===== src/rtl/tmds_encoder.sv =====
// tmds_encoder: one channel of a DVI/HDMI TMDS 8b/10b encoder.
// Stage 1 reduces the transitions in the pixel byte to give a 9-bit word qm.
// Stage 2 chooses whether to invert qm so the link stays DC balanced, and
// tracks the running disparity. While DE is low, stage 2 emits a control
// symbol instead. Latency is two clocks, with one symbol per clock.
module tmds_encoder #(
  parameter int CNT_W = 5
) (
  input  logic                    CLK,
  input  logic                    RST,
  input  logic                    DE,
  input  logic [7:0]              DIN,
  input  logic [1:0]              C,
  output logic [9:0]              DOUT,
  output logic signed [CNT_W-1:0] DISP
);

  // Control symbols for {C1,C0}. These are sent while the display is blanked.
  localparam logic [9:0] CTRL_00 = 10'b1101010100;
  localparam logic [9:0] CTRL_01 = 10'b0010101011;
  localparam logic [9:0] CTRL_10 = 10'b0101010100;
  localparam logic [9:0] CTRL_11 = 10'b1010101011;

  localparam logic signed [CNT_W-1:0] TWO  = CNT_W'(2);
  localparam logic signed [CNT_W-1:0] ZERO = '0;

  // Stage 1 registers: the minimised word plus the delayed DE and C.
  logic [8:0]              qm_d, qm_q;
  logic                    de_d, de_q;
  logic [1:0]              c_d, c_q;

  // Stage 2 registers: the output symbol and the running disparity.
  logic [9:0]              dout_d, dout_q;
  logic signed [CNT_W-1:0] disp_d, disp_q;

  // Stage 1 working signals.
  logic [3:0]              din_ones;
  logic                    use_xnor;

  // Stage 2 working signals.
  logic [3:0]              qm_ones;
  logic signed [CNT_W-1:0] ones_s;
  logic signed [CNT_W-1:0] zeros_s;
  logic signed [CNT_W-1:0] bal_s;
  logic                    cnt_zero;
  logic                    cnt_pos;
  logic                    cnt_neg;
  logic                    qm_balanced;
  logic                    more_ones;
  logic                    more_zeros;

  // Stage 1: count the ones in DIN, then build qm with an XOR or an XNOR chain.
  // The XNOR chain is used when the byte is ones-heavy, to cut transitions.
  always_comb begin
    din_ones = '0;
    for (int i = 0; i < 8; i++) begin
      din_ones = din_ones + {3'b000, DIN[i]};
    end
    use_xnor = (din_ones > 4'd4) || ((din_ones == 4'd4) && !DIN[0]);

    qm_d    = '0;
    qm_d[0] = DIN[0];
    for (int i = 1; i < 8; i++) begin
      if (use_xnor) begin
        qm_d[i] = ~(qm_d[i-1] ^ DIN[i]);
      end else begin
        qm_d[i] = qm_d[i-1] ^ DIN[i];
      end
    end
    qm_d[8] = ~use_xnor;

    de_d = DE;
    c_d  = C;
  end

  // Stage 1 register. Reset leaves the stage looking like blanking with C=00.
  always_ff @(posedge CLK) begin
    if (RST) begin
      qm_q <= '0;
      de_q <= 1'b0;
      c_q  <= 2'b00;
    end else begin
      qm_q <= qm_d;
      de_q <= de_d;
      c_q  <= c_d;
    end
  end

  // Stage 2 helpers: ones and zeros in qm[7:0] as signed disparity terms.
  // Also classify the sign of the running disparity.
  always_comb begin
    qm_ones = '0;
    for (int i = 0; i < 8; i++) begin
      qm_ones = qm_ones + {3'b000, qm_q[i]};
    end
    ones_s      = $signed(CNT_W'(qm_ones));
    zeros_s     = $signed(CNT_W'(4'd8 - qm_ones));
    bal_s       = ones_s - zeros_s;
    cnt_zero    = (disp_q == ZERO);
    cnt_neg     = disp_q[CNT_W-1];
    cnt_pos     = !cnt_neg && !cnt_zero;
    qm_balanced = (qm_ones == 4'd4);
    more_ones   = (qm_ones > 4'd4);
    more_zeros  = (qm_ones < 4'd4);
  end

  // Stage 2: pick the symbol and update the running disparity.
  // Blanking always returns the disparity to zero.
  always_comb begin
    dout_d = dout_q;
    disp_d = disp_q;
    if (!de_q) begin
      unique case (c_q)
        2'b00:   dout_d = CTRL_00;
        2'b01:   dout_d = CTRL_01;
        2'b10:   dout_d = CTRL_10;
        default: dout_d = CTRL_11;
      endcase
      disp_d = ZERO;
    end else if (cnt_zero || qm_balanced) begin
      dout_d = {~qm_q[8], qm_q[8], (qm_q[8] ? qm_q[7:0] : ~qm_q[7:0])};
      if (qm_q[8]) begin
        disp_d = disp_q + bal_s;
      end else begin
        disp_d = disp_q - bal_s;
      end
    end else if ((cnt_pos && more_ones) || (cnt_neg && more_zeros)) begin
      dout_d = {1'b1, qm_q[8], ~qm_q[7:0]};
      if (qm_q[8]) begin
        disp_d = disp_q + TWO - bal_s;
      end else begin
        disp_d = disp_q - bal_s;
      end
    end else begin
      dout_d = {1'b0, qm_q[8], qm_q[7:0]};
      if (qm_q[8]) begin
        disp_d = disp_q + bal_s;
      end else begin
        disp_d = disp_q - TWO + bal_s;
      end
    end
  end

  // Stage 2 register. Reset clears both the symbol and the disparity.
  always_ff @(posedge CLK) begin
    if (RST) begin
      dout_q <= '0;
      disp_q <= '0;
    end else begin
      dout_q <= dout_d;
      disp_q <= disp_d;
    end
  end

  assign DOUT = dout_q;
  assign DISP = disp_q;

endmodule

===== config.mk =====
export PLATFORM = sky130hd
export DESIGN_NAME = tmds_encoder
export DESIGN_NICKNAME = d
export VERILOG_FILES = /design/src/rtl/tmds_encoder.sv
export SDC_FILE = /design/constraint.sdc
export NUM_CORES = 1
export LEC_CHECK = 0
export ABC_AREA = 1
export BUFFER_PORTS_ARGS = -buffer_cell sky130_fd_sc_hd__buf_2
export CORE_UTILIZATION = 45
export CTS_CLUSTER_SIZE = 10
export DETAILED_ROUTE_END_ITERATION = 12
export PLACE_DENSITY = 0.66
export SLEW_MARGIN = 20
export SYNTH_ARGS = -nofsm -noshare
export SYNTH_HDL_FRONTEND = slang
export SYNTH_SLANG_ARGS = --single-unit

===== constraint.sdc =====
create_clock -name CLK -period 4.6 [get_ports CLK]
set_clock_uncertainty 0.05 [all_clocks]
set_input_delay 0.46 -clock CLK [delete_from_list [all_inputs] [get_ports CLK]]
set_output_delay 0.46 -clock CLK [all_outputs]
set_load 0.01 [all_outputs]

==> results of run 1 <==
cells in the final DEF (no fill, tap or decap), drive strengths merged:
master and instances:
nand2 71, inv 63, nand3 30, buf 29, ha 27, dfxtp 26, nor2 20, a21oi 20
o21ai 13, fa 12, or2 5, xnor2 3, clkbuf 3, xor2 1, a31oi 1, nand3b 1
o31ai 1, o21bai 1, o211ai 1, o2111ai 1, o221ai 1, conb 1, bufinv 1
metal layers:
| layer | routed length [um] | GRT usage (%) |
|---|---|---|
| met1 | 2120 | 25.2 |
| met2 | 2220 | 34.0 |
| met3 | 136 | 2.07 |
| met4 | 21 | 2.61 |
| met5 | 0 | 0 |
worst register-to-register path: cells and delay by family (launching register included):
kind | cells | cell delay, ns
adder cells (fa/ha/maj) | 8 | 3.01
flip-flops | 1 | 0.35
AND/OR/NAND/NOR | 4 | 0.26
XOR/XNOR | 1 | 0.18
buffers and inverters | 5 | 0.26
AO/OA/AOI/OAI | 2 | 0.18
metrics by stage:
stage | util, % | area (um2) | power, mW
floorplan | - | 2240 | 1.51
global placement | 51.5 | 2450 | 1.81
detailed placement | 51.5 | 2450 | 1.81
CTS | 53.0 | 2520 | 2.03
global route | 53.1 | 2520 | 2.29
finish | 53.1 | 2520 | 2.03
registers in the layout, indices dropped and copies added (netlist names):
register  cells
qm_q          9
de_q          1
c_q           2
DISP          4
DOUT         10
final timing paths:
| path | to | slack, ns |
|---|---|---|
| max reg2reg | DISP[4]$_SDFF_PP0_ | 0.24 |
| min | de_q$_SDFF_PP0_ | 0.33 |
| min reg2reg | DOUT[4]$_SDFF_PP0_ | 0.51 |
| max | DISP[4]$_SDFF_PP0_ | 0.24 |
cell type report:
cell class / count / area, um2 / share of cell area (%)
well taps: 67 / 83.8 / 3.32
flip-flops and latches: 26 / 520 / 20.6
clock inverters: 1 / 30.0 / 1.19
repair buffers: 29 / 153 / 6.05
inverters: 63 / 239 / 9.47
multi-input cells: 210 / 1460 / 57.7
clock buffers: 3 / 41.3 / 1.64
logic make-up after synthesis:
kind of cell    after synthesis  synth area share (%)
simple gates                127                  27.9
buf+inv                      68                  12.0
flops                        26                  23.2
xor+xnor                      4                  1.56
compound gates               39                  9.42
fa+ha+maj                    39                  25.8
other cells                   1                 0.167
where the power goes:
part           switching, mW  internal, mW
logic                  0.904         0.622
registers             0.0437         0.267
clock network         0.0735         0.116
==> impl_metrics.tcl, run 1 <==
set metrics [dict create \
    status "finished clean" \
    cp.required_ns 4.73 \
    leakage_nw 1.37 \
    dr.pass1.iters 4 \
    fin_ws_ns 0.239 \
    antenna_left 0 \
    dieArea_mm2 0.00527 \
    diodes 0 \
    regToRegStartpoint "qm_q[0]$_SDFF_PP0_" \
    layoutNonFillerInstCount 399 \
    whs_path_depth 3 \
    dr.first_iter.drc_count 87 \
    r2r_cells 20 \
    fill_cells 476 \
    endpoint_kind "register" \
    critPathMaxStageDelay_ns 0.54 \
    tightestPinTransition_ns 0.688 \
    postSynth.asyncResetShare_pct 0 \
    cp_cell_sequence "fa_1 > inv_1 > fa_1 > fa_1 > inv_1 > ha_1 > inv_1 > fa_2 > ha_1 > ha_1 > inv_1 > fa_1 > xnor2_1 > a21oi_1 > o21ai_0 > nand2_1 > nand2_1 > nand3_1 > nand2_1 > inv_1" \
    drv_slew 0 \
    max_freq_mhz 229 \
    hold_violations 0 \
    crit_path_frequent_cell "inv_1" \
    clk_latency_ns 0.27 \
    maxCapViolations 0 \
    synth_edf_count 0 \
    hold_start "DE" \
    coreArea_mm2 0.00475 \
    crit_path_max_fanout 4 \
    dieHeight_um 72.6 \
    synth_seq_cells 26 \
    avgSynthCellArea_um2 7.38 \
    crit_slowest_cell "fa_1" \
    holdBufCountCts 0 \
    layout_worst_path_cycle_share_pct 94.8 \
    totalWireLength_um 4500 \
    gp_congestion 0.929 \
    yosys.area.top_type "dfxtp_1" \
    synthTopCellsByCount "inv_1, nand2_1, ha_1" \
    post_cts_buffers 0 \
    rsz0062_at_grt "no" \
    avgViaCountPerCell 4.78 \
    hpwlAfterDp_um 3600 \
    post_drt_wl_per_cell_um 11.3 \
    dp.cells 395 \
    clk_path_buf_depth 2 \
    p_per_area_mw_per_mm2 804 \
    grt_pass1_vias 1788 \
    synth.distinct_cells 32 \
    cp_top_family "adder cells" \
    finalSetupTns_ns 0 \
    place.port_buffers 26 \
    dp_slack_ns 0.280 \
    cp-start-kind "register" \
    drc_errors 0 \
    crit_buf_inv 5 \
    setup_violations 0 \
    holdCritPathClass "input port to register" \
    antenna_found_initial 0 \
    synthTopCellsByArea "dfxtp_1, ha_1, fa_1" \
    grt_pass1_wl_um 7940 \
    netlist_instances 304 \
    grt_overflow 0 \
    h-tree-depth 1 \
    cts_tree "yes" \
    ir_worst_vdd_v 0.000300 \
    areaGrowthSynthToFinish_pct 12.4 \
    yosys_warnings 0 \
    layout.nets 385 \
    grt_max_degree 17 \
    crit_path_start "qm_q[0]$_SDFF_PP0_" \
    synth_top_cell_area_share_pct 23.2 \
    netlist_area_mm2 0.00224 \
    crit_cells 20 \
    dr_total_vias 1909 \
    clk_pin_slew_worst_paths_ns 0.09 \
    io_pins 28 \
    drive_above_1_share_pct 18.1 \
    synthFlopType "dfxtp_1" \
    cts_root_buf "clkbuf_8" \
    chipWidth_um 72.6 \
    synth_seq_area_share_pct 23.2 \
    post-route-min-period_ns 4.36 \
    worstPathArrival_ns 4.49 \
    synth_nets 356 \
    crit_type "register to register" \
    ctsResizeCount 0 \
    cts_buffers 3 \
    whs_ns 0.333 \
    slew_headroom_pct 54.0 \
    numClockSinks 26 \
    rows 25 \
    start_util_pct 47.2 \
    grt_usage_pct 19.0 \
    synth.most_common_cell "inv_1" \
]
No activity file was read; power rests on OpenSTA's default activity.
==> run 2, diff against run 1 <==
--- a/config.mk
+++ b/config.mk
@@ -7,10 +7,10 @@
 export LEC_CHECK = 0
 export ABC_AREA = 1
 export BUFFER_PORTS_ARGS = -buffer_cell sky130_fd_sc_hd__buf_2
-export CORE_UTILIZATION = 45
-export CTS_CLUSTER_SIZE = 10
+export CORE_UTILIZATION = 53
+export CTS_CLUSTER_SIZE = 16
 export DETAILED_ROUTE_END_ITERATION = 12
-export PLACE_DENSITY = 0.66
+export PLACE_DENSITY = 0.76
 export SLEW_MARGIN = 20
 export SYNTH_ARGS = -nofsm -noshare
 export SYNTH_HDL_FRONTEND = slang
==> impl_metrics.tcl, run 2 (same netlist as run 1, synthesis figures left out) <==
set metrics [dict create \
    status "finished clean" \
    fill_cells 375 \
    finalSetupTns_ns 0 \
    totalWireLength_um 4480 \
    dieHeight_um 67.1 \
    grt_usage_pct 21.7 \
    grt_overflow 0 \
    antenna_left 0 \
    layoutNonFillerInstCount 382 \
    combPwrFrac_pct 75.5 \
    holdBufCountCts 0 \
    p_clk_share_pct 9.3 \
    h-tree-depth 1 \
    max_freq_mhz 229 \
    worstPathArrival_ns 4.50 \
    dr.pass1.iters 4 \
    tightestPinTransition_ns 0.704 \
    clk_pin_slew_worst_paths_ns 0.09 \
    pwr-share-seq_pct 15.2 \
    ir_worst_vdd_v 0.000356 \
    swShare_pct 50.7 \
    cts_tree "yes" \
    setup_violations 0 \
    cp.required_ns 4.73 \
    dp.cells 378 \
    diodes 0 \
    avgViaCountPerCell 4.94 \
    post-route-min-period_ns 4.37 \
    p_total_mw 2.04 \
    whs_ns 0.334 \
    clk_latency_ns 0.27 \
    holdCritPathClass "input port to register" \
    layout.nets 385 \
    clk_path_buf_depth 2 \
    drc_errors 0 \
    rsz0062_at_grt "no" \
    dr.first_iter.drc_count 187 \
    cts_root_buf "clkbuf_8" \
    io_pins 28 \
    areaGrowthSynthToFinish_pct 11.5 \
    hpwlAfterDp_um 3480 \
    grt_pass1_vias 1719 \
    cts_buffers 3 \
    cp-start-kind "register" \
    regToRegStartpoint "qm_q[0]$_SDFF_PP0_" \
    slew_headroom_pct 52.9 \
    rows 23 \
    crit_type "register to register" \
    dr_total_vias 1888 \
    final_common_cell "inv_1" \
    hold_violations 0 \
    hold_start "C[1]" \
    p_int_mw 1.01 \
    drv_slew 0 \
    p_per_area_mw_per_mm2 815 \
    antenna_found_initial 0 \
    leakage_nw 1.37 \
    coreArea_mm2 0.00403 \
    crit_path_start "qm_q[0]$_SDFF_PP0_" \
    post_drt_wl_per_cell_um 11.7 \
    drive_above_1_share_pct 18.1 \
    numClockSinks 26 \
    endpoint_kind "register" \
    place.port_buffers 26 \
    dieArea_mm2 0.00450 \
    crit_path_max_fanout 4 \
    start_util_pct 55.7 \
    grt_pass1_wl_um 7330 \
    largest_reg_flops 10 \
    maxCapViolations 0 \
    chipWidth_um 67.1 \
    final_cell_mix "inv_1, nand2_1, ha_1" \
    grt_max_degree 17 \
    power.switching_mw 1.03 \
    layout_worst_path_cycle_share_pct 95.0 \
    gp_congestion 0.908 \
]
run 2: final cells by class:
cell class | count | area [um2] | share of cell area, %
flip-flops and latches | 26 | 520 | 20.8
well taps | 50 | 62.6 | 2.50
repair buffers | 29 | 153 | 6.10
clock inverters | 1 | 30.0 | 1.20
clock buffers | 3 | 41.3 | 1.65
inverters | 63 | 239 | 9.55
multi-input cells | 210 | 1460 | 58.2
run 2: path summary, 6_finish.rpt:
check                  endpoint  slack [ns]  depth (start not counted)
max          DISP[4]$_SDFF_PP0_        0.23                         20
min reg2reg  DOUT[4]$_SDFF_PP0_        0.50                          2
max reg2reg  DISP[4]$_SDFF_PP0_        0.23                         20
min           c_q[1]$_SDFF_PP0_        0.33                          3
run 2: power by group through the flow:
stage                     Clock, mW  Combinational [mW]  Sequential, mW
after detailed placement          0                1.50           0.315
after floorplan                   0                1.20           0.314
final                         0.190                1.54           0.311
after CTS                     0.191                1.52           0.310
after global routing          0.201                1.76           0.317
after global placement            0                1.47           0.313
run 2: worst max-delay path: stages, from the launching register on:
cell and delay [ns]:
dfxtp_1 0.35, fa_1 0.54, inv_1 0.05, fa_1 0.45, fa_1 0.49, inv_1 0.04, ha_1 0.19, inv_1 0.07
fa_2 0.48, ha_1 0.32, ha_1 0.17, inv_1 0.05, fa_1 0.37, xnor2_1 0.18, a21oi_1 0.08, o21ai_0 0.10
nand2_1 0.07, nand2_1 0.06, nand3_1 0.07, nand2_1 0.06, inv_1 0.04
run 2: per-stage QoR:
stage | utilization [%] | cell area (um2) | setup slack (ns)
2_1_floorplan | - | 2240 | 0.245
3_3_place_gp | 60.3 | 2430 | 0.290
3_5_place_dp | 60.3 | 2430 | 0.255
4_1_cts | 62.0 | 2500 | 0.220
5_1_grt | 62.1 | 2500 | 0.0198
6_report | 62.1 | 2500 | 0.229
run 2: routing by layer:
metal,global-route usage [%],part of all wire (%)
met1,28.3,45
met2,37.1,48
met3,2.91,5.5
met4,5.59,0.85
met5,0,0
run 2: what timing repair did:
item                                    CTS  global route
endpoints found under the hold margin     0             0
buffers inserted                          0             0
gates resized for setup                   0             1
endpoints found under the setup margin    0             1
